===== src/rtl/wb_pkg.sv =====
// Shared encodings for the W stage: write-back source select, load types
// and the link-address offset used by jump-and-link instructions.
package wb_pkg;

    typedef enum logic [1:0] {
        WB_ALU  = 2'd0,
        WB_MEM  = 2'd1,
        WB_PC8  = 2'd2,
        WB_RSVD = 2'd3
    } wb_sel_e;

    typedef enum logic [2:0] {
        LD_W  = 3'd0,
        LD_B  = 3'd1,
        LD_BU = 3'd2,
        LD_H  = 3'd3,
        LD_HU = 3'd4
    } ld_type_e;

    localparam logic [31:0] PC8_OFFSET = 32'd8;
    localparam int          NUM_REGS   = 32;

endpackage


===== src/rtl/w_load_ext.sv =====
// Combinational load extraction: picks the addressed byte/halfword out of an
// aligned memory word and sign- or zero-extends it to 32 bits.
module w_load_ext
    import wb_pkg::*;
(
    input  logic [31:0] word_i,
    input  logic [2:0]  ld_type_i,
    input  logic [1:0]  byte_off_i,
    output logic [31:0] data_o
);

    logic [7:0]  byteSel;
    logic [15:0] halfSel;

    always_comb begin
        case (byte_off_i)
            2'd0:    byteSel = word_i[7:0];
            2'd1:    byteSel = word_i[15:8];
            2'd2:    byteSel = word_i[23:16];
            default: byteSel = word_i[31:24];
        endcase
        // Halfword loads are assumed aligned, so only bit 1 of the offset matters.
        halfSel = byte_off_i[1] ? word_i[31:16] : word_i[15:0];
    end

    always_comb begin
        case (ld_type_i)
            LD_B:    data_o = {{24{byteSel[7]}}, byteSel};
            LD_BU:   data_o = {24'd0, byteSel};
            LD_H:    data_o = {{16{halfSel[15]}}, halfSel};
            LD_HU:   data_o = {16'd0, halfSel};
            default: data_o = word_i;
        endcase
    end

endmodule


===== src/rtl/w_writeback_ctrl.sv =====
// W-stage GRF writer: registers the M->W payload, selects the write-back value
// and keeps a per-register pending-write scoreboard for D-stage stall logic.
module w_writeback_ctrl
    import wb_pkg::*;
#(
    parameter int          CNT_W    = 2,
    parameter logic [31:0] PC_RESET = 32'h0000_3000
) (
    input  logic        clk,
    input  logic        reset,
    input  logic        m_valid,
    input  logic [31:0] m_pc,
    input  logic        m_we,
    input  logic [4:0]  m_a3,
    input  logic [1:0]  m_wb_sel,
    input  logic [31:0] m_alu,
    input  logic [31:0] m_mem_word,
    input  logic [2:0]  m_ld_type,
    input  logic [1:0]  m_byte_off,
    input  logic        d_issue,
    input  logic [4:0]  d_issue_a3,
    input  logic [4:0]  d_rs,
    input  logic [4:0]  d_rt,
    output logic        grf_we,
    output logic [4:0]  grf_a3,
    output logic [31:0] grf_wd,
    output logic [31:0] grf_pc,
    output logic        busy_rs,
    output logic        busy_rt,
    output logic        sb_err
);

    localparam logic [CNT_W-1:0] CNT_MAX = '1;

    logic [31:0]      loadData;
    logic [31:0]      wdNext;
    logic             weNext;
    logic             incValid;

    logic             grf_we_q;
    logic [4:0]       grf_a3_q;
    logic [31:0]      grf_wd_q;
    logic [31:0]      grf_pc_q;

    logic [CNT_W-1:0] cnt_q [NUM_REGS];
    logic [CNT_W-1:0] cnt_d [NUM_REGS];
    logic             sb_err_q;
    logic             sb_err_d;

    logic [CNT_W-1:0] rsLeft;
    logic [CNT_W-1:0] rtLeft;

    w_load_ext u_load_ext (
        .word_i     (m_mem_word),
        .ld_type_i  (m_ld_type),
        .byte_off_i (m_byte_off),
        .data_o     (loadData)
    );

    always_comb begin
        weNext = m_valid & m_we & (m_a3 != 5'd0);
        case (m_wb_sel)
            WB_MEM:  wdNext = loadData;
            WB_PC8:  wdNext = m_pc + PC8_OFFSET;
            default: wdNext = m_alu;
        endcase
    end

    always_ff @(posedge clk or negedge reset) begin
        if (!reset) begin
            grf_we_q <= 1'b0;
            grf_a3_q <= 5'd0;
            grf_wd_q <= 32'd0;
            grf_pc_q <= PC_RESET;
        end else begin
            grf_we_q <= weNext;
            grf_a3_q <= weNext ? m_a3 : 5'd0;
            grf_wd_q <= wdNext;
            grf_pc_q <= m_pc;
        end
    end

    assign incValid = d_issue & (d_issue_a3 != 5'd0);

    // An issue and a commit hitting the same register cancel; saturation and
    // underflow leave the counter alone and raise the sticky error instead.
    always_comb begin
        sb_err_d = sb_err_q;
        cnt_d    = cnt_q;
        cnt_d[0] = '0;
        for (int r = 1; r < NUM_REGS; r++) begin
            logic incHit;
            logic decHit;
            incHit = incValid && (d_issue_a3 == 5'(r));
            decHit = grf_we_q && (grf_a3_q == 5'(r));
            if (incHit && !decHit) begin
                if (cnt_q[r] == CNT_MAX) sb_err_d = 1'b1;
                else                     cnt_d[r] = cnt_q[r] + 1'b1;
            end else if (decHit && !incHit) begin
                if (cnt_q[r] == '0) sb_err_d = 1'b1;
                else                cnt_d[r] = cnt_q[r] - 1'b1;
            end
        end
    end

    always_ff @(posedge clk or negedge reset) begin
        if (!reset) begin
            for (int r = 0; r < NUM_REGS; r++) cnt_q[r] <= '0;
            sb_err_q <= 1'b0;
        end else begin
            cnt_q    <= cnt_d;
            sb_err_q <= sb_err_d;
        end
    end

    // The GRF forwards the write happening this cycle, so it is not a hazard.
    always_comb begin
        rsLeft  = cnt_q[d_rs] - CNT_W'(grf_we_q && (grf_a3_q == d_rs));
        rtLeft  = cnt_q[d_rt] - CNT_W'(grf_we_q && (grf_a3_q == d_rt));
        busy_rs = (d_rs != 5'd0) && (rsLeft != '0);
        busy_rt = (d_rt != 5'd0) && (rtLeft != '0);
    end

    assign grf_we = grf_we_q;
    assign grf_a3 = grf_a3_q;
    assign grf_wd = grf_wd_q;
    assign grf_pc = grf_pc_q;
    assign sb_err = sb_err_q;

endmodule


===== config.mk =====
export PLATFORM = sky130hd
export DESIGN_NAME = w_writeback_ctrl
export DESIGN_NICKNAME = d
export VERILOG_FILES = /design/src/rtl/wb_pkg.sv /design/src/rtl/w_load_ext.sv /design/src/rtl/w_writeback_ctrl.sv
export SDC_FILE = /design/constraint.sdc
export NUM_CORES = 1
export LEC_CHECK = 0
export CAP_MARGIN = 10
export CELL_PAD_IN_SITES_DETAIL_PLACEMENT = 1
export CELL_PAD_IN_SITES_GLOBAL_PLACEMENT = 2
export CORE_MARGIN = 1.5
export CORE_UTILIZATION = 35
export DETAILED_ROUTE_END_ITERATION = 12
export DONT_BUFFER_PORTS = 1
export PLACE_DENSITY_LB_ADDON = 0.1
export SETUP_SLACK_MARGIN = 0.3
export SLEW_MARGIN = 20
export SYNTH_ARGS = -nofsm -noshare
export SYNTH_HDL_FRONTEND = slang
export SYNTH_SLANG_ARGS = --single-unit

===== constraint.sdc =====
create_clock -name clk -period 2.55 [get_ports clk]
set_input_delay 0.1275 -clock clk [delete_from_list [all_inputs] [get_ports clk]]
set_output_delay 0.1275 -clock clk [all_outputs]
set_load 0.005 [all_outputs]

==> metrics.yaml <==
layout:
  multi_input_area_um2: 6190
  n_antenna_cell: 0
  drive_gt1_share_pct: 19.43
  fin_util_pct: 44.66
  finalNetCount: 1415
  n_fill_cell: 3178
  syn_to_final_growth_pct: 25.93
  stdcell_area_um2: 12370
  instances_no_fill: 1613
  ff_latch_area_um2: 3379
sta:
  finalHoldViolCount: 133
  max_slew.worst_pin.slew_ns: 0.7543
  rsz0062_at_grt: "yes"
  fin_skew_ns: 0.01271
  setup_violations: 0
  whs_ns: -0.6159
  fin_crit_ns: 2.359
  period_share_pct: 92.51
  maxSlewHeadroom_pct: 49.47
  slew_violations: 0
  fmax_mhz: 423.9
placement:
  dp.cells: 1468
  dp_hpwl_um: 28470
  io_buffers: 0
  place.gp.congestion: 0.8535
  place_area_um2: 10510
floorplanning:
  fp.dieArea_um2: 29080
  rows: 61
  die_h_um: 170.5
  initial_core_util_pct: 35.46
  coreArea_um2: 27710
  die_w_um: 170.5
  io_pins: 201
detailed_routing:
  totalWireLength_um: 38200
  ant_nets: 0
  wire_per_inst_um: 23.68
  first_pass_iters: 5
  via_per_inst: 5.610
  dr_total_vias: 9049
  remaining_drc_errors: 0
  dr.first_iter.drc_count: 430
synth:
  syn-num-nets: 1271
  synth_cells: 1078
  synth-edff-count: 0
  ys_warn_count: 0
  synth_seq_area_share_pct: 33.90
  synth_cell_types: 64
  netlist_area_um2: 9824
  ys.flop_type: "dfrtp_1"
  synthArstFlopShare_pct: 100.0
  synth_seq_cells: 133
  synth.avg_cell_area_um2: 9.114
critical_path:
  crit_type: "register to output pin"
  cp_slowest_cell: "mux4_2"
  critPathCaptureType: "output pin"
  r2r_cells: 9
  arrival_ns: 2.23
  crit_top_cell: "mux4_2"
  max_stage_delay_ns: 0.53
  required_ns: 2.42
  path_max_fanout: 3
  critPathLaunchType: "register"
  ff2ff_setup_slack_ns: 0.24
  worstReg2RegEnd: "sb_err$_DFF_PN0_"
  path_cells: "mux4_2 > mux4_2 > mux2i_2 > a21oi_2"
  timing.rr.start: "grf_a3[1]$_DFF_PN0_"
outcome:
  violations: "negative hold slack"
  status: "finished with violations"
clock_tree:
  cts.sinks: 133
  clockRootBuffer: "clkbuf_16"
  clk_pin_slew_ns: 0.07
  clockBufferDepth: 2
  holdBufCountCts: 85
  numCtsBuffers: 17
  cts_tree: "built"
  htree_levels: 4
  worstSkewPairLatency_ns: 0.43
global_routing:
  track_usage_pct: 26.95
  antenna_found_initial: 0
  grt_pass1_wl_um: 57820
  grt_pass1_vias: 9558
  gr-total-overflow: 0
  grt_max_degree: 134
power_and_ir_drop:
  p_sw_mw: 1.507
  clockPowerShare_pct: 44.2
  p_int_mw: 3.882
  p_sw_share_pct: 27.97
  p_seq_share_pct: 42.7
  pwr-share-comb_pct: 13.1
  powerDensity_nw_per_um2: 435.6
  p_leak_nw: 5.764
  peakVddDrop_uv: 406.1
  finalPower_mw: 5.390
worst_hold_path:
  hold_path.class: "primary input to async pin"
run:
  maxCapViolCount: 0
cell usage after synthesis, types with 3 or more instances:
cell,number,share of area (%)
nor4b_1,30,2.7
a21oi_1,49,2.5
nand3_1,28,1.4
xnor2_1,21,1.9
o31ai_1,11,0.84
nand4_1,14,0.89
maj3_1,3,0.31
buf_1,3,0.11
inv_1,78,3.0
a211oi_1,3,0.23
o21ai_1,7,0.36
a22oi_1,13,0.99
buf_6,3,0.34
mux2i_1,33,3.4
and3_1,21,1.3
o21bai_1,19,1.5
a21boi_0,8,0.61
and4_1,3,0.27
nor2_1,62,2.4
ha_1,65,8.3
nor3_1,19,0.97
mux4_2,34,7.8
buf_4,3,0.23
o21ai_0,81,4.1
mux2_2,8,0.92
buf_2,9,0.46
nand2_1,139,5.3
o221ai_1,8,0.71
nor2b_1,51,3.2
nor4_1,7,0.45
a221o_1,9,0.92
a31oi_1,17,1.1
xor2_1,20,1.8
nand2b_1,8,0.51
o211ai_1,4,0.31
clkbuf_1,24,0.92
dfrtp_1,131,33
sequential cells by signal, summed over array words and instances, names as in the netlist:
register  cells
sb_err        1
grf_a3        5
grf_we        1
grf_pc       32
grf_wd       32
cnt_q        62
cell families (layout without fill, tap and decap cells):
kind of cell             Yosys count  count (layout)  share of synthesized area, %
multiplexers                      77              77                         12.46
buffers and inverters            120             277                         5.043
XOR/XNOR                          41              41                         3.655
flip-flops                       133             133                         33.90
AND/OR/NAND/NOR                  396             396                         20.73
AO/OA/AOI/OAI                    243             243                         15.63
adder cells (fa/ha/maj)           68              68                         8.584
routing by layer:
layer | routed length (um) | share of wire (%) | track usage, % | up-vias
met5 | 0 | 0 | 0 | -
met4 | 1243 | 3.3 | 9.773 | 0
met3 | 2530 | 6.6 | 6.338 | 54
met2 | 19100 | 50 | 47.63 | 305
met1 | 15320 | 40 | 31.75 | 4515
li1 | - | - | - | 4175
power by group through the flow:
stage	logic [mW]	registers, mW	clock network [mW]
6_report	0.706	2.30	2.38
5_1_grt	0.761	2.31	2.53
4_1_cts	0.684	2.30	2.45
3_5_place_dp	0.532	2.34	0
3_3_place_gp	0.530	2.34	0
2_1_floorplan	0.431	2.31	0
critical path: cells and delay by family (launching register included):
family          cells  cell delay [ns]
flops               1             0.47
compound gates      1             0.11
mux                 3             1.23
cell type report:
| type | instances | share of cell area [%] |
|---|---|---|
| Timing Repair Buffer | 167 | 11.95 |
| Multi-Input combinational cell | 825 | 50.03 |
| Inverter | 78 | 2.366 |
| Clock inverter | 14 | 0.9608 |
| Tap cell | 378 | 3.823 |
| Clock buffer | 18 | 3.550 |
| Sequential cell | 133 | 27.32 |
through the flow:
step           setup slack [ns]  setup TNS [ns]
6_report                 0.1911               0
3_3_place_gp            0.06105               0
2_1_floorplan            0.4545               0
5_1_grt                  0.1061               0
3_5_place_dp          -0.006495       -0.006495
4_1_cts                  0.1945               0
worst max path at each step:
stage               cells past startpoint  slack (ns)          endpoint                   from
finish                                  4        0.19           busy_rs  cnt_q[23]$_DFFE_PN0P_
global route                            9        0.11  sb_err$_DFF_PN0_    grf_a3[1]$_DFF_PN0_
global placement                       11        0.06  sb_err$_DFF_PN0_       grf_we$_DFF_PN0_
floorplan                              11        0.45  sb_err$_DFF_PN0_    grf_a3[1]$_DFF_PN0_
detailed placement                     11      -0.006  sb_err$_DFF_PN0_       grf_we$_DFF_PN0_
CTS                                     6        0.19           busy_rt  cnt_q[50]$_DFFE_PN0P_
placed cells by master, fill, tap and decap left out, types with 14 or more instances in the layout:
cell type and count:
nor4b_1 29, o21bai_1 19, and3_1 21, a21oi_1 47, ha_1 62, nor2_1 58
nor3_1 15, clkbuf_16 17, buf_4 81, dfrtp_2 39, xor2_1 20, a31oi_1 15
dlygate4sd3_1 85, inv_1 78, nor2b_1 49, nand4_1 14, dfrtp_1 92, o21ai_0 79
mux2i_1 29, nand2_1 138, mux4_2 34, nand3_1 28, xnor2_1 20
repair_timing:
item,CTS,global route
endpoints found under the setup margin,3,3
hold endpoints to repair,203,133
setup buffers,19,9
pin swaps,7,8
resized for setup,53,29
Power figures use the tool's default switching activity.
